==> config.mk <==
export PLATFORM = sky130hd
export DESIGN_NAME = uart_rx_flat
export DESIGN_NICKNAME = d
export VERILOG_FILES = /design/src/rtl/uart_rx_if.sv /design/src/rtl/uart_rx.sv /design/src/flat_wrapper.sv
export SDC_FILE = /design/constraint.sdc
export NUM_CORES = 1
export LEC_CHECK = 0
export CAP_MARGIN = 20
export CORE_MARGIN = 5
export CORE_UTILIZATION = 45
export DETAILED_ROUTE_END_ITERATION = 7
export GPL_TIMING_DRIVEN = 0
export PLACE_DENSITY = 0.64
export SYNTH_ARGS = -nofsm -noshare
export SYNTH_HDL_FRONTEND = slang
export SYNTH_SLANG_ARGS = --single-unit
==> constraint.sdc <==
create_clock -name clk -period 1.8 [get_ports clk]
set_input_delay 0.54 -clock clk [delete_from_list [all_inputs] [get_ports clk]]
set_output_delay 0.54 -clock clk [all_outputs]
set_load 0.1 [all_outputs]
==> src/rtl/uart_rx_if.sv <==
`default_nettype none
// ============================================================================
//  Module      : uart_rx_if
//  Description : Serial receive bundle: the incoming line plus the received
//                word, its completion pulse, error flags and busy status.
//                master modport = line driver / result consumer
//                slave  modport = receiver
//  Ports       : rx (line, idle 1), rx_data[DATA_BITS], valid, parity_err,
//                frame_err, busy
//  Revision    : 1.0  initial release
// ============================================================================
interface uart_rx_if #(
    parameter int DATA_BITS = 8
);
    logic                 rx;
    logic [DATA_BITS-1:0] rx_data;
    logic                 valid;
    logic                 parity_err;
    logic                 frame_err;
    logic                 busy;

    modport master (
        output rx,
        input  rx_data, valid, parity_err, frame_err, busy
    );

    modport slave (
        input  rx,
        output rx_data, valid, parity_err, frame_err, busy
    );
endinterface
`default_nettype wire

==> src/rtl/uart_rx.sv <==
`default_nettype none
// ============================================================================
//  Module      : uart_rx
//  Description : UART receiver. The line is synchronised through two flops,
//                a start edge is detected from IDLE and every bit is sampled
//                once, at mid-bit, using a counter restarted at each sample.
//                Frames with parity or stop-bit errors are still reported.
//  Ports       : clk          - clock, rising edge
//                rst          - synchronous active-high reset
//                bus (slave)  - rx in; rx_data, valid, parity_err,
//                               frame_err, busy out
//  Revision    : 1.0  initial release
// ============================================================================
module uart_rx #(
    parameter int    DATA_BITS    = 8,
    parameter string PARITY_BIT   = "none",
    parameter int    STOP_BITS    = 1,
    parameter int    UART_CLK_DIV = 10
) (
    input  wire logic clk,
    input  wire logic rst,
    uart_rx_if.slave  bus
);

    localparam int c_CNT_W = $clog2(UART_CLK_DIV);
    localparam int c_BIT_W = $clog2(DATA_BITS + 1);

    localparam logic [c_CNT_W-1:0] c_HALF      = c_CNT_W'(UART_CLK_DIV / 2);
    localparam logic [c_CNT_W-1:0] c_FULL      = c_CNT_W'(UART_CLK_DIV - 1);
    localparam logic [c_BIT_W-1:0] c_LAST_DATA = c_BIT_W'(DATA_BITS - 1);
    localparam logic [c_BIT_W-1:0] c_LAST_STOP = c_BIT_W'(STOP_BITS - 1);
    localparam bit                 c_HAS_PAR   = (PARITY_BIT != "none");
    localparam bit                 c_ODD       = (PARITY_BIT == "odd");

    typedef enum logic [2:0] {
        IDLE      = 3'd0,
        START     = 3'd1,
        DATA      = 3'd2,
        PARITY    = 3'd3,
        STOP      = 3'd4,
        WAIT_HIGH = 3'd5
    } state_t;

    state_t                 state_q;
    logic                   sync1_q;
    logic                   sync2_q;      // rx_s: synchronised line
    logic [c_CNT_W-1:0]     cnt_q;        // cycles since T0 / last sample
    logic [c_BIT_W-1:0]     bit_q;        // data or stop bit index
    logic [DATA_BITS-1:0]   shift_q;
    logic                   par_q;        // running XOR of data (+ parity) samples
    logic                   ferr_acc_q;   // a non-final stop bit was 0
    logic [DATA_BITS-1:0]   rx_data_q;
    logic                   valid_q;
    logic                   perr_q;
    logic                   ferr_q;
    logic                   busy_q;

    // The start bit is sampled half a bit after T0; every later bit one
    // full bit after the previous sample (counter restarts at each sample).
    logic w_tick;
    assign w_tick = (state_q == START) ? (cnt_q == c_HALF) : (cnt_q == c_FULL);

    always_ff @(posedge clk) begin
        if (rst) begin
            state_q    <= IDLE;
            sync1_q    <= 1'b1;
            sync2_q    <= 1'b1;
            cnt_q      <= '0;
            bit_q      <= '0;
            shift_q    <= '0;
            par_q      <= 1'b0;
            ferr_acc_q <= 1'b0;
            rx_data_q  <= '0;
            valid_q    <= 1'b0;
            perr_q     <= 1'b0;
            ferr_q     <= 1'b0;
            busy_q     <= 1'b0;
        end else begin
            sync1_q <= bus.rx;
            sync2_q <= sync1_q;
            valid_q <= 1'b0;
            cnt_q   <= cnt_q + c_CNT_W'(1);

            case (state_q)
                IDLE: begin
                    cnt_q <= '0;
                    bit_q <= '0;
                    if (!sync2_q) begin
                        state_q <= START;
                        busy_q  <= 1'b1;
                    end
                end

                START: begin
                    if (w_tick) begin
                        cnt_q <= '0;
                        if (sync2_q) begin
                            // Line was high again at mid-bit: false start.
                            state_q <= IDLE;
                            busy_q  <= 1'b0;
                        end else begin
                            state_q    <= DATA;
                            par_q      <= 1'b0;
                            ferr_acc_q <= 1'b0;
                        end
                    end
                end

                DATA: begin
                    if (w_tick) begin
                        cnt_q   <= '0;
                        shift_q <= {sync2_q, shift_q[DATA_BITS-1:1]};
                        par_q   <= par_q ^ sync2_q;
                        if (bit_q == c_LAST_DATA) begin
                            bit_q   <= '0;
                            state_q <= c_HAS_PAR ? PARITY : STOP;
                        end else begin
                            bit_q <= bit_q + c_BIT_W'(1);
                        end
                    end
                end

                PARITY: begin
                    if (w_tick) begin
                        cnt_q   <= '0;
                        par_q   <= par_q ^ sync2_q;
                        state_q <= STOP;
                    end
                end

                STOP: begin
                    if (w_tick) begin
                        cnt_q <= '0;
                        if (bit_q == c_LAST_STOP) begin
                            bit_q     <= '0;
                            valid_q   <= 1'b1;
                            rx_data_q <= shift_q;
                            ferr_q    <= ferr_acc_q | ~sync2_q;
                            // par_q holds XOR(data, parity): 0 is good for
                            // even, 1 is good for odd.
                            perr_q    <= c_HAS_PAR & (par_q ^ c_ODD);
                            // A line still low here is a break: hold off
                            // until it returns high so no phantom frames start.
                            state_q   <= sync2_q ? IDLE : WAIT_HIGH;
                            busy_q    <= ~sync2_q;
                        end else begin
                            bit_q      <= bit_q + c_BIT_W'(1);
                            ferr_acc_q <= ferr_acc_q | ~sync2_q;
                        end
                    end
                end

                WAIT_HIGH: begin
                    cnt_q <= '0;
                    if (sync2_q) begin
                        state_q <= IDLE;
                        busy_q  <= 1'b0;
                    end
                end

                default: begin
                    state_q <= IDLE;
                    busy_q  <= 1'b0;
                end
            endcase
        end
    end

    assign bus.rx_data    = rx_data_q;
    assign bus.valid      = valid_q;
    assign bus.parity_err = perr_q;
    assign bus.frame_err  = ferr_q;
    assign bus.busy       = busy_q;

endmodule
`default_nettype wire

==> src/flat_wrapper.sv <==
// flat-port wrapper written by rule: the top's interface ports become plain ports
module uart_rx_flat 
#(
    parameter int    DATA_BITS    = 8,
    parameter string PARITY_BIT   = "    ",
    parameter int    STOP_BITS    = 1,
    parameter int    UART_CLK_DIV = 10
)
  (clk, rst, bus_rx, bus_rx_data, bus_valid, bus_parity_err, bus_frame_err, bus_busy);
  uart_rx_if #(.DATA_BITS(DATA_BITS)) bus_i ();
  input  wire logic clk;
  input  wire logic rst;
  input wire logic [$bits(bus_i.rx)-1:0] bus_rx;
  output wire logic [$bits(bus_i.rx_data)-1:0] bus_rx_data;
  output wire logic [$bits(bus_i.valid)-1:0] bus_valid;
  output wire logic [$bits(bus_i.parity_err)-1:0] bus_parity_err;
  output wire logic [$bits(bus_i.frame_err)-1:0] bus_frame_err;
  output wire logic [$bits(bus_i.busy)-1:0] bus_busy;
  assign bus_i.rx = bus_rx;
  assign bus_rx_data = bus_i.rx_data;
  assign bus_valid = bus_i.valid;
  assign bus_parity_err = bus_i.parity_err;
  assign bus_frame_err = bus_i.frame_err;
  assign bus_busy = bus_i.busy;
  uart_rx #(.DATA_BITS(DATA_BITS), .PARITY_BIT(PARITY_BIT), .STOP_BITS(STOP_BITS), .UART_CLK_DIV(UART_CLK_DIV)) u_core (.clk(clk), .rst(rst), .bus(bus_i));
endmodule
---- Yosys cells after proc, flatten, opt, wreduce, memory -nomap -nowiden ----
Cells that the tools add are included.
cells by class
  $add $sub $neg .......................... 2
  multipliers ............................. 0
  divide/modulo/power cells ............... 0
  magnitude comparators ................... 0
  equality and inequality tests ........... 19
  shift-type cells ........................ 0
  mux-type cells .......................... 33
  bitwise gates (word level) .............. 6
  reductions and logical operators ........ 16
operators with widths
  kind                                                                    number
  3-bit 2-to-1 mux                                                        9
  4-bit 2-to-1 mux                                                        5
  3-bit one-hot mux with 6 select lines                                   1
  2-bit by 1-bit != test with 1-bit output (second input constant)        8
  1-bit 2-to-1 mux                                                        12
  4-bit one-hot mux with 3 select lines                                   1
  5-bit AND reduction                                                     2
  4-bit by 1-bit adder with 4-bit output (second input constant)          2
  4-bit by 3-bit equality test with 1-bit output (second input constant)  2
  4-bit one-hot mux with 2 select lines                                   1
  8-bit AND reduction                                                     1
  3-bit by 2-bit equality test with 1-bit output (second input constant)  2
  3-bit equality test (second input constant)                             2
  2-bit != test (second input constant)                                   3
  3-bit AND reduction                                                     2
  1-bit one-hot mux with 5 select lines                                   1
  4-bit equality test (second input constant)                             1
  4-bit zero test                                                         1
  1-bit inverter                                                          4
  1-bit one-hot mux with 2 select lines                                   2
  4-bit AND reduction                                                     1
  2-bit nonzero test                                                      2
  2-bit OR reduction                                                      2
  4-bit OR reduction                                                      1
  other kinds (8)                                                         8
storage, ports and cells
  flip-flop bits (word level) ............. 35
  bits in latches ......................... 0
  RAM bits ................................ 0
  memory bits (read-only) ................. 0
  input bits .............................. 3
  output and inout port bits .............. 12
  memories kept ........................... 0

---- Depth between registers and ports, before layout ----
Gate-level depths: netlist of run 1.
  word-level depth ........................ 5
  gate-level depth with buffers ........... 8
  depth with buffers taken out ............ 7

---- Worst setup path before layout of run 1 ----
No wires, ideal clock.
  path type ............................... register -> register
  start ................................... reg u_core.bit_q[0]
  end ..................................... reg u_core.state_q[1]
  library setup time ...................... 128 ps
  data arrival time ....................... 1660 ps
  data required time ...................... 1672 ps
  setup slack ............................. 12 ps
  stages on the path, launching flop included .. 8
  path buffers ............................ 0
  period minus slack after synthesis ...... 1788 ps
  path through ............................ dfxtp_1 > inv_1 > ha_1 > or3b_4 > a22oi_1 > nand3b_1 > a211oi_1 > nor2_1
on the way
  cells in the longest elaborated chain, start to end .. 3
  elaborated cells between the ends (all ways) .. 5
ends and longest elaborated chain
  what                                                                               RTL line                        text
  start: declaration                                                                 uart_rx.sv:48                   logic [c_BIT_W-1:0] bit_q;
  start signal: assignment                                                           uart_rx.sv:118                  bit_q <= bit_q + c_BIT_W'(1);
  start signal: assignment                                                           uart_rx.sv:147                  bit_q <= bit_q + c_BIT_W'(1);
  4-bit by 3-bit equality test with 1-bit output or 4-bit zero test (tied branches)  uart_rx.sv:114, uart_rx.sv:134
  2-bit by 1-bit != test with 1-bit output (no line)                                 --
  8-bit AND reduction (no line) (*)                                                  --
  end signal: assignment                                                             uart_rx.sv:116                  state_q <= c_HAS_PAR ? PARITY : STOP;
  end signal: assignment                                                             uart_rx.sv:144                  state_q <= sync2_q ? IDLE : WAIT_HIGH;
  end: declaration                                                                   uart_rx.sv:44                   state_t state_q;
Every way passes the cells marked *; elsewhere a longest branch is shown, timed or not.
A chain may end at the register's enable or synchronous reset.

---- Worst setup path in the final report of run 1 ----
  start ................................... reg u_core.bit_q[1]
  end ..................................... reg u_core.state_q[1]
Same word-level chain as after synthesis.

==> Implementation_results.wiki, run 1 <==
{| class="wikitable"
! Metric !! Value
|-
| Run status || finished with violations
|-
| Failing checks || setup timing
|-
| Rel. slew slack || 0.665
|-
| Sequential standard cell area || 714 um2
|-
| Arrival time reported for the critical path endpoint || 2.06 ns
|-
| Total routing resource utilization after global routing || 0.152
|-
| Required time reported for the critical path endpoint || 2.02 ns
|-
| Number of synthesized flops with an enable pin || 0
|-
| Total CTS buffers || 5
|-
| Hold Path Class || reg -> reg
|-
| Average footprint of a synthesized cell || 8.74 um2
|-
| Time the final worst path needs with I/O delays and setup || 1.83 ns
|-
| Post-synthesis cell area || 1580 um2
|-
| Worst Slack Setup Final || -0.0347 ns
|-
| GR met2 Demand/Resource || 0.242
|-
| Main flop type after synthesis || sky130_fd_sc_hd__dfxtp_1
|-
| Routability Congestion || 0.849
|-
| Share of synthesized area occupied by flip-flops and latches || 0.443
|-
| Chip Height || 69.3 um
|-
| Setup repair after global routing missed its margin || true
|-
| Share of the clock period used by the worst path || 1.02
|-
| Detailed-placement wirelength estimate || 2340 um
|-
| Maximum number of pins on one net before global-route repair || 12
|-
| Cells along the critical path || inv_2, ha_4, or3b_4, a22oi_2, nand3b_1, buf_6, a211oi_2, nor2_1
|-
| Boundary pin count || 15
|-
| Footprint of the multi-input gates || 876 um2
|-
| Crit start category || flip-flop
|-
| Ratio of cells with drive above 1 in the final layout || 0.283
|-
| Most used routing layer in global routing || met2
|-
| Fraction of synthesized cell area taken by the top area cell type || 0.443
|-
| Final-report hold violation count || 0
|-
| Die W || 69.3 um
|-
| Maximum clock frequency || 0.545 GHz
|-
| Count of TritonRoute iterations in the first routing pass || 4
|-
| Site Rows || 21
|-
| Total chip power || 1.26 mW
|-
| Placeable core region || 3360 um2
|-
| Number of cells after detailed placement || 240
|-
| Skew-Pair Late Insertion Delay || 0.35 ns
|-
| Biggest area contributors in the synthesized netlist || sky130_fd_sc_hd__dfxtp_1 44%, sky130_fd_sc_hd__mux2i_1 6.3%, sky130_fd_sc_hd__a21oi_1 5.7%
|-
| Critical Path End Type || flip-flop
|-
| Placement Cell Area || 1770 um2
|-
| Synth Net Count || 188
|-
| Final Setup Violations || 2
|-
| First-pass GRT wire length || 5850 um
|-
| Met3 demand-to-capacity share in global routing || 0.0507
|-
| Crit Path Category || reg -> reg
|-
| Final Slew Violations || 0
|-
| Highest ir drop seen on vdd || 0.486 mV
|-
| Max Buffers Root-to-Sink || 2
|-
| CTS tree || done
|-
| Slowest-stage cell, CP || sky130_fd_sc_hd__or3b_4
|-
| Filler cells || 338
|-
| Leading area contributor after synthesis || sky130_fd_sc_hd__dfxtp_1
|-
| Drt wl/cell || 13.2 um
|-
| Finished Cell Area || 1950 um2
|-
| Post-synthesis sequential element count || 35
|-
| Transition at the pin with the smallest max-transition slack || 0.502 ns
|-
| Non-filler instance count after layout || 258
|-
| Max cap viols || 0
|-
| Remaining design rule violation count || 0
|-
| Number of sinks driven by the clock tree || 35
|-
| Initial core utilization || 0.470
|-
| Final total negative setup slack || -0.0438 ns
|-
| Warnings, synthesis || 0
|-
| Antenna violation net count after detailed routing || 0
|-
| Post-layout nets || 218
|-
| Via count of the first global-routing pass || 1,294
|-
| First-iteration detailed-routing DRC count || 61
|-
| Commonest cells in the synthesized netlist || 35 x sky130_fd_sc_hd__dfxtp_1, 23 x sky130_fd_sc_hd__nor2_1, 18 x sky130_fd_sc_hd__a21oi_1, 14 x sky130_fd_sc_hd__nand2_1
|-
| Total vias in the final route || 1,366
|-
| Async set-or-reset flop fraction in the synthesized netlist || 0
|-
| Total Die Area || 4800 um2
|-
| Synth Instances || 181
|-
| Critical Path Max Stage Delay || 0.39 ns
|-
| Met1 GRT Util || 0.184
|-
| Hold buffer count at CTS || 0
|-
| Skew final || 0.00968 ns
|-
| Static leakage || 0.792 nW
|-
| Input/output buffers || 13
|-
| Peak fanout along the critical path || 5
|-
| Initial antenna violation count || 0
|-
| Synthesis-to-finish area growth || 23.4%
|-
| Sum of overflow across all layers after global routing || 0
|-
| Antenna diode count || 0
|-
| Cell area power density || 648 nW/um2
|-
| Total routed wirelength || 3420 um
|-
| Count of unique library cells instantiated by Yosys || 38
|-
| Clock slew at the register clock pins of the worst setup and hold paths || 0.10 ns
|-
| Vias per cell || 5.29
|-
| H-tree levels || 2
|-
| Most frequent cell after synthesis || sky130_fd_sc_hd__dfxtp_1
|-
| Root buffer cell || sky130_fd_sc_hd__clkbuf_4
|}
-- path summary, 6_finish.rpt --
path | slack [ns] | end | startpoint | cells after the start
setup reg to reg | -0.03 | u_core.state_q[1] | u_core.bit_q[1] | 8
hold reg to reg | 0.42 | u_core.sync2_q | u_core.sync1_q | 1
hold / removal | 0.42 | u_core.sync2_q | u_core.sync1_q | 1
setup / recovery | -0.03 | u_core.state_q[1] | u_core.bit_q[1] | 8
-- sequential cells by signal, indices dropped and copies added, names as in the netlist, 3 cells and up --
signal,count
u_core.bit_q,4
u_core.bus.rx_data,8
u_core.cnt_q,4
u_core.shift_q,8
u_core.state_q,3
-- repair_timing --
action | in CTS | in global routing
setup buffers | 3 | 7
endpoints found under the setup margin | 26 | 32
resized for setup | 58 | 38
pin swaps | 4 | 9
-- worst max-delay path: cells and delay by family (launching register included) --
| family | cells | cell delay (ns) |
|---|---|---|
| flip-flops | 1 | 0.35 |
| AO/OA/AOI/OAI | 2 | 0.45 |
| AND/OR/NAND/NOR | 3 | 0.55 |
| buffers and inverters | 2 | 0.22 |
| adder cells (fa/ha/maj) | 1 | 0.13 |
-- cell type report --
cell class / count / share of cell area
tap: 46 / 0.0295
sequential: 35 / 0.366
timing repair buffer: 23 / 0.0788
inverter: 6 / 0.0115
clock buffer: 6 / 0.0212
buffer: 12 / 0.0378
clock inverter: 2 / 0.00641
multi-input combinational: 128 / 0.449
-- metal layers --
metal	wire [um]	part of all wire
met4	68	0.020
met3	117	0.034
met2	1650	0.48
met1	1580	0.46
met5	0	0
-- cells in the final DEF, fill, tap and decap left out, types with 5 or more instances in the layout --
master                     instances
sky130_fd_sc_hd__a21oi_1          18
sky130_fd_sc_hd__buf_2            11
sky130_fd_sc_hd__buf_4             9
sky130_fd_sc_hd__clkbuf_1          7
sky130_fd_sc_hd__clkbuf_4          6
sky130_fd_sc_hd__dfxtp_1          28
sky130_fd_sc_hd__dfxtp_2           5
sky130_fd_sc_hd__mux2i_1          10
sky130_fd_sc_hd__nand2_1          14
sky130_fd_sc_hd__nand3_1          10
sky130_fd_sc_hd__nor2_1           22
sky130_fd_sc_hd__nor2b_1           6
sky130_fd_sc_hd__o21ai_0           5
-- per-stage QoR --
step | util | worst slack (ns) | hold WS, ns
floorplan | - | 0.0124 | 0.389
global placement | 0.526 | -0.223 | 0.394
detailed placement | 0.526 | -0.239 | 0.401
CTS | 0.553 | -0.0589 | 0.426
global route | 0.580 | -0.113 | 0.447
finish | 0.580 | -0.0347 | 0.424
-- kinds of logic after synthesis --
logic type                 Yosys count  synth area share
and+or+nand+nor                     74             0.251
AOI/OAI and AO/OA                   36             0.136
DFF                                 35             0.443
buffers and inverters               18            0.0514
muxes                               11            0.0704
adders and majority gates            4            0.0316
xor gates and xnor gates             3            0.0166
-- where the power goes --
| part | leakage (nW) | internal [mW] | switching, mW | total, mW |
|---|---|---|---|---|
| clock network | 0.0282 | 0.150 | 0.261 | 0.412 |
| registers | 0.287 | 0.777 | 0.00573 | 0.783 |
| logic | 0.477 | 0.0247 | 0.0447 | 0.0694 |
Power figures use the tool's default switching activity.
==> run 2: changes to the inputs <==
--- a/config.mk
+++ b/config.mk
@@ -8,6 +8,7 @@
 export CAP_MARGIN = 20
 export CORE_MARGIN = 5
 export CORE_UTILIZATION = 45
+export CTS_CLUSTER_DIAMETER = 100
 export DETAILED_ROUTE_END_ITERATION = 7
 export GPL_TIMING_DRIVEN = 0
 export PLACE_DENSITY = 0.64
==> results of run 2 <==
No change in the layout: final DEF, timing and power equal those of run 1.
==> run 3: changes to the inputs <==
--- a/config.mk
+++ b/config.mk
@@ -9,6 +9,7 @@
 export CORE_MARGIN = 5
 export CORE_UTILIZATION = 45
 export CTS_CLUSTER_DIAMETER = 100
+export CTS_CLUSTER_SIZE = 14
 export DETAILED_ROUTE_END_ITERATION = 7
 export GPL_TIMING_DRIVEN = 0
 export PLACE_DENSITY = 0.64
==> results of run 3 <==
No change in the layout: final DEF, timing and power equal those of run 1.
